===== src/rtl/opb_register_bank_simulink2ppc.sv =====
// OPB slave register bank: C_NUM_CH user channels captured on per-channel
// strobes (plain capture or sticky-OR), exposed read-only to the PPC, plus
// freeze control, fresh flags and a saturating dropped-update counter.
// Bus vectors are declared descending: pin bit [31] is the OPB's big-endian
// bit 0 (MSB), and OPB_BE[0] here is the OPB's BE[3] (least significant lane).

// One channel: data register and its fresh flag.
module opb_rb_chan #(
  parameter bit STICKY = 1'b0
) (
  input  logic        clk_i,
  input  logic        rst_i,
  input  logic        upd_i,
  input  logic        clr_i,
  input  logic        rd_clr_i,
  input  logic [31:0] data_i,
  output logic [31:0] ch_o,
  output logic        fresh_o
);
  logic [31:0] ch_q, ch_d;
  logic        fresh_q, fresh_d;

  // Next state: clear and OR combine as 0|data; update beats read-clear of fresh.
  always_comb begin
    ch_d    = ch_q;
    fresh_d = fresh_q;
    if (upd_i) begin
      ch_d    = STICKY ? (((STICKY && clr_i) ? 32'h0 : ch_q) | data_i) : data_i;
      fresh_d = 1'b1;
    end else begin
      if (STICKY && clr_i) ch_d = 32'h0;
      if (rd_clr_i)        fresh_d = 1'b0;
    end
  end

  // Channel state registers.
  always_ff @(posedge clk_i or posedge rst_i) begin
    if (rst_i) begin
      ch_q    <= 32'h0;
      fresh_q <= 1'b0;
    end else begin
      ch_q    <= ch_d;
      fresh_q <= fresh_d;
    end
  end

  assign ch_o    = ch_q;
  assign fresh_o = fresh_q;
endmodule

module opb_register_bank_simulink2ppc #(
  parameter logic [31:0] C_BASEADDR    = 32'h01080800,
  parameter logic [31:0] C_HIGHADDR    = 32'h010808FF,
  parameter int          C_OPB_AWIDTH  = 32,
  parameter int          C_OPB_DWIDTH  = 32,
  parameter int          C_NUM_CH      = 4,
  parameter logic [15:0] C_STICKY_MASK = 16'h0000,
  parameter string       C_FAMILY      = "virtex5"
) (
  input  logic                        OPB_Clk,
  input  logic                        OPB_Rst,
  output logic [C_OPB_DWIDTH-1:0]     Sl_DBus,
  output logic                        Sl_errAck,
  output logic                        Sl_retry,
  output logic                        Sl_toutSup,
  output logic                        Sl_xferAck,
  input  logic [C_OPB_AWIDTH-1:0]     OPB_ABus,
  input  logic [3:0]                  OPB_BE,
  input  logic [C_OPB_DWIDTH-1:0]     OPB_DBus,
  input  logic                        OPB_RNW,
  input  logic                        OPB_select,
  input  logic                        OPB_seqAddr,
  input  logic [C_NUM_CH*32-1:0]      user_data_in,
  input  logic [C_NUM_CH-1:0]         user_valid
);
  localparam bit FAMILY_V5 = (C_FAMILY == "virtex5");

  logic                       ack_q, ack_d;
  logic [C_OPB_DWIDTH-1:0]    dbus_q, dbus_d, rd_data;
  logic                       freeze_q, freeze_d;
  logic [15:0]                drops_q, drops_d;
  logic [C_OPB_AWIDTH-1:0]    off_full;
  logic [7:0]                 off;
  logic [3:0]                 idx;
  logic                       in_win, hit, rd_hit, wr_hit, ch_sel;
  logic                       ctrl_wr, clr_sticky, drops_clr, drops_inc;
  logic [C_NUM_CH-1:0]        upd, rd_clr, fresh_w;
  logic [C_NUM_CH-1:0][31:0]  ch_w;
  logic                       unused_ok;

  assign in_win   = (OPB_ABus >= C_BASEADDR) && (OPB_ABus <= C_HIGHADDR);
  // Ack suppresses the next hit so a held select acks every other cycle.
  assign hit      = OPB_select & in_win & ~ack_q;
  assign rd_hit   = hit & OPB_RNW;
  assign wr_hit   = hit & ~OPB_RNW;
  assign off_full = OPB_ABus - C_BASEADDR;
  assign off      = off_full[7:0];
  assign idx      = off[5:2];
  assign ch_sel   = (off[7:6] == 2'b00) && (off[1:0] == 2'b00);

  assign ctrl_wr    = wr_hit & (off == 8'h80) & OPB_BE[0];
  assign clr_sticky = ctrl_wr & OPB_DBus[1];
  assign freeze_d   = ctrl_wr ? OPB_DBus[0] : freeze_q;
  assign drops_clr  = wr_hit & (off == 8'h8C);
  // One count per edge with any strobe, not per strobe bit.
  assign drops_inc  = freeze_q & (|user_valid) & (drops_q != 16'hFFFF);
  assign upd        = freeze_q ? '0 : user_valid;

  for (genvar i = 0; i < C_NUM_CH; i++) begin : g_ch
    opb_rb_chan #(.STICKY(C_STICKY_MASK[i])) u_ch (
      .clk_i    (OPB_Clk),
      .rst_i    (OPB_Rst),
      .upd_i    (upd[i]),
      .clr_i    (clr_sticky),
      .rd_clr_i (rd_clr[i]),
      .data_i   (user_data_in[32*i +: 32]),
      .ch_o     (ch_w[i]),
      .fresh_o  (fresh_w[i])
    );
  end

  // Read mux over pre-update state; also flags which channel's fresh to clear.
  always_comb begin
    rd_data = '0;
    rd_clr  = '0;
    if (ch_sel) begin
      for (int i = 0; i < C_NUM_CH; i++) begin
        if (idx == 4'(i)) begin
          rd_data   = C_OPB_DWIDTH'(ch_w[i]);
          rd_clr[i] = rd_hit;
        end
      end
    end else begin
      case (off)
        8'h80:   rd_data = C_OPB_DWIDTH'(freeze_q);
        8'h84:   rd_data = C_OPB_DWIDTH'(fresh_w);
        8'h88:   rd_data = C_OPB_DWIDTH'(C_NUM_CH);
        8'h8C:   rd_data = C_OPB_DWIDTH'(drops_q);
        default: rd_data = '0;
      endcase
    end
  end

  // Bus response and drop counter next state; DROPS write beats increment.
  always_comb begin
    ack_d   = hit;
    dbus_d  = rd_hit ? rd_data : '0;
    drops_d = drops_q;
    if (drops_clr)      drops_d = 16'h0;
    else if (drops_inc) drops_d = drops_q + 16'h1;
  end

  // Control and bus response registers.
  always_ff @(posedge OPB_Clk or posedge OPB_Rst) begin
    if (OPB_Rst) begin
      ack_q    <= 1'b0;
      dbus_q   <= '0;
      freeze_q <= 1'b0;
      drops_q  <= 16'h0;
    end else begin
      ack_q    <= ack_d;
      dbus_q   <= dbus_d;
      freeze_q <= freeze_d;
      drops_q  <= drops_d;
    end
  end

  assign Sl_xferAck = ack_q;
  assign Sl_DBus    = dbus_q;
  assign Sl_errAck  = 1'b0;
  assign Sl_retry   = 1'b0;
  assign Sl_toutSup = 1'b0;

  assign unused_ok = ^{OPB_seqAddr, OPB_BE[3:1], off_full[C_OPB_AWIDTH-1:8],
                       OPB_DBus[C_OPB_DWIDTH-1:2], FAMILY_V5};
endmodule


===== config.mk =====
export PLATFORM = sky130hd
export DESIGN_NAME = opb_register_bank_simulink2ppc
export DESIGN_NICKNAME = d
export VERILOG_FILES = /design/src/rtl/opb_register_bank_simulink2ppc.sv
export SDC_FILE = /design/constraint.sdc
export NUM_CORES = 1
export LEC_CHECK = 0
export ABC_AREA = 1
export CAP_MARGIN = 5
export CORE_AREA = 2 2 136 138
export DETAILED_ROUTE_END_ITERATION = 8
export DIE_AREA = 0 0 138 140
export PLACE_DENSITY_LB_ADDON = 0.2
export SYNTH_ARGS = -nofsm -noshare
export SYNTH_HDL_FRONTEND = slang
export SYNTH_SLANG_ARGS = --single-unit

===== constraint.sdc =====
create_clock -name OPB_Clk -period 6.1 [get_ports OPB_Clk]
set_input_delay 0.61 -clock OPB_Clk [delete_from_list [all_inputs] [get_ports OPB_Clk]]
set_output_delay 0.61 -clock OPB_Clk [all_outputs]
set_load 0.005 [all_outputs]

==> impl_metrics.env <==
export IMPL_initialDrtViolationCount=399
export IMPL_wl_per_cell_um=16.5
export IMPL_postSynthCellCount=902
export IMPL_synthesis_area_um2=8380
export IMPL_antenna_found_initial=1
export IMPL_globalRoute_totalOverflow=0
export IMPL_fin_ws_ns=3.26
export IMPL_hold_path_class="register to register"
export IMPL_fillers=1539
export IMPL_clk_transition_reported_paths_ns=0.07
export IMPL_fin_crit_sh=0.466
export IMPL_drive_above_1_share=0.139
export IMPL_dp_hpwl_um=15500
export IMPL_routed_via_density=5.07
export IMPL_drc=0
export IMPL_max_stage_delay_ns=0.52
export IMPL_initial_core_util=0.471
export IMPL_hold_viol=0
export IMPL_fp_dieH_um=140
export IMPL_max_freq_mhz=352
export IMPL_finalSetupTns_ns=0
export IMPL_crit_family="buffers and inverters"
export IMPL_ant_nets=0
export IMPL_endpoint_kind="register"
export IMPL_num_vias=6778
export IMPL_ys_types=32
export IMPL_post_synth_cell_area_avg_um2=9.29
export IMPL_io_pins=241
export IMPL_grt_util_all_layers=0.230
export IMPL_power_density_nw_per_um2=237
export IMPL_nNetsFinal=1300
export IMPL_finalWeightedCongestion=0.911
export IMPL_ir_drop_v=0.000202
export IMPL_grt_first_pass_wirelength_um=34700
export IMPL_cts_root_buffer="clkbuf_16"
export IMPL_worst_slew_pin_slew_ns=1.09
export IMPL_startpoint_type="primary input"
export IMPL_clock_sinks=182
export IMPL_die_w_um=138
export IMPL_postCtsSetupBuffers=0
export IMPL_report_final_slew_viol_count=0
export IMPL_cp_slowest_cell="clkdlybuf4s50_1"
export IMPL_cts_path_max_buffers=2
export IMPL_yosys_register_bits=182
export IMPL_cp_required_ns=6.42
export IMPL_coreArea_um2=17800
export IMPL_htreeDepth=4
export IMPL_yosysWarnings=0
export IMPL_cellLeakagePower_uw=0.00550
export IMPL_cts_buffers_inserted=17
export IMPL_io_buffer_count=202
export IMPL_die_area_um2=19300
export IMPL_clkLatencyLatePin_ns=0.43
export IMPL_cp_max_fo=37
export IMPL_critPathBufInv=5
export IMPL_min_period_ns=2.84
export IMPL_cts_tree="done"
export IMPL_status="completed"
export IMPL_critPathArrivalTime_ns=3.16
export IMPL_std_cell_rows=49
export IMPL_ctsResizeCount=0
export IMPL_finish_utilization=0.626
export IMPL_dp_slack_ns=2.84
export IMPL_grt_setup_unrepaired="no"
export IMPL_hold_buffers=0
export IMPL_path_cells="clkdlybuf4s50_1 > nand2_1 > inv_1 > nand2_2 > inv_2 > nand2_1 > inv_2 > nand3_2 > inv_1 > nor2_1"
export IMPL_grt_pass1_vias=6498
export IMPL_worstSetupPathType="primary input to register"
export IMPL_areaGrowthSynthToFinish_pct=32.7
export IMPL_firstDrtPassIters=5
export IMPL_routed_wl_um=22100
export IMPL_fin_skew_ns=0.00949
export IMPL_setup_viol=0
export IMPL_max_slew_margin_rel=0.271
export IMPL_grt_max_degree=98
export IMPL_cap_violations=0
export IMPL_yosysSeqAreaShare=0.543
logic make-up (layout without fill, tap and decap cells):
| logic type | Yosys count | after routing | synth area share |
|---|---|---|---|
| other | 1 | 4 | 0.000447 |
| xor gates and xnor gates | 1 | 1 | 0.00104 |
| adders and majority gates | 1 | 1 | 0.00149 |
| muxes | 94 | 94 | 0.126 |
| and+or+nand+nor | 369 | 369 | 0.182 |
| DFF | 182 | 182 | 0.543 |
| AOI/OAI and AO/OA | 124 | 124 | 0.0809 |
| buffers and inverters | 130 | 333 | 0.0645 |
per-layer routing:
layer  GRT usage  vias up  part of all wire
met5           0        -                 0
met2       0.356      227              0.47
li1            -     3307                 -
met4      0.0741        0             0.015
met1       0.321     3225              0.45
met3      0.0564       19             0.072
synth_stat cells, drive strengths merged:
cell    count  share of area
mux2       94           0.13
o22ai      14          0.010
o21bai      5         0.0045
nand3      34          0.021
o221ai      1         0.0010
o21ai      55          0.033
a21oi      47          0.030
inv        93          0.042
xor2        1         0.0010
clkbuf     10         0.0045
buf        27          0.018
dfrtp     182           0.54
o211ai      2         0.0018
nor3       13         0.0091
conb        1        0.00045
and2        1        0.00075
ha          1         0.0015
nand2     181          0.082
nor3b       1        0.00090
nand4      11         0.0082
nor2      128          0.059
layout make-up:
type	count	area, µm²	share of cell area
Tap cell	229	287	0.0258
Sequential cell	182	4550	0.409
Clock inverter	15	133	0.0119
Clock buffer	17	425	0.0382
Inverter	93	354	0.0318
Multi-Input combinational cell	592	3300	0.297
Timing Repair Buffer	208	2070	0.186
Antenna cell	1	2.50	0.000225
layout by cell type (no fill, tap or decap), types with 2 or more instances in the layout:
cell             count
a21oi_1             42
nand3_1             32
o21bai_1             5
inv_8                2
buf_4                6
clkinv_4             4
nand4_1             11
inv_1               88
nor3_1              12
nand2_1            177
o211ai_1             2
nor2_1             123
nand3_2              2
clkbuf_16           17
a21oi_2              5
o22ai_1             14
dfrtp_1            182
nand2_2              3
mux2_2              94
clkdlybuf4s50_1    202
nor2_2               4
inv_6                9
inv_2                4
o21ai_0             55
conb_1               3
sequential cells by signal (all words and copies together), names as in the netlist:
name / cells
freeze_q: 1
Sl_xferAck: 1
g_ch.u_ch.ch_o: 128
drops_q: 16
g_ch.u_ch.fresh_o: 4
Sl_DBus: 32
through the flow:
stage / cell area [µm²] / hold WS, ns / power [µW] / instances
CTS: 11100 / 0.479 / 2650 / 1336
global placement: 10600 / 0.456 / 1600 / 1304
floorplan: 8390 / 0.442 / 1440 / 904
detailed placement: 10600 / 0.461 / 1600 / 1304
global route: 11100 / 0.493 / 2740 / 1337
finish: 11100 / 0.475 / 2630 / 1337
where the power goes:
group / total, µW / leakage (µW) / internal (µW) / switching (µW)
sequential: 1280 / 0.00232 / 1240 / 42.1
clock: 1050 / 0.000278 / 540 / 513
combinational: 298 / 0.00290 / 150 / 148
final timing paths:
| path | cells past startpoint | slack, ns | endpoint | start |
|---|---|---|---|---|
| worst max-delay path | 10 | 3.26 | drops_q[9] | OPB_ABus[3] |
| worst min-delay path | 2 | 0.48 | g_ch[2].u_ch.fresh_o | g_ch[2].u_ch.fresh_o |
| worst max register to register | 9 | 4.19 | drops_q[7] | drops_q[0] |
| worst min register to register | 2 | 0.48 | g_ch[2].u_ch.fresh_o | g_ch[2].u_ch.fresh_o |
| max in group asynchronous | 3 | 3.94 | Sl_DBus[18] | OPB_Rst |
| min in group asynchronous | 2 | 0.74 | g_ch[2].u_ch.ch_o[21] | OPB_Rst |
worst reg2reg max path: stages (launching register included):
cell and delay, ns:
dfrtp_1 0.43, ha_1 0.24, nand2_1 0.11, nor2_1 0.06, nand2_1 0.07, nor2_1 0.06
nor2_2 0.41, nand2_1 0.15, o21ai_0 0.20, nor2_1 0.07
No activity file was read; power rests on OpenSTA's default activity.
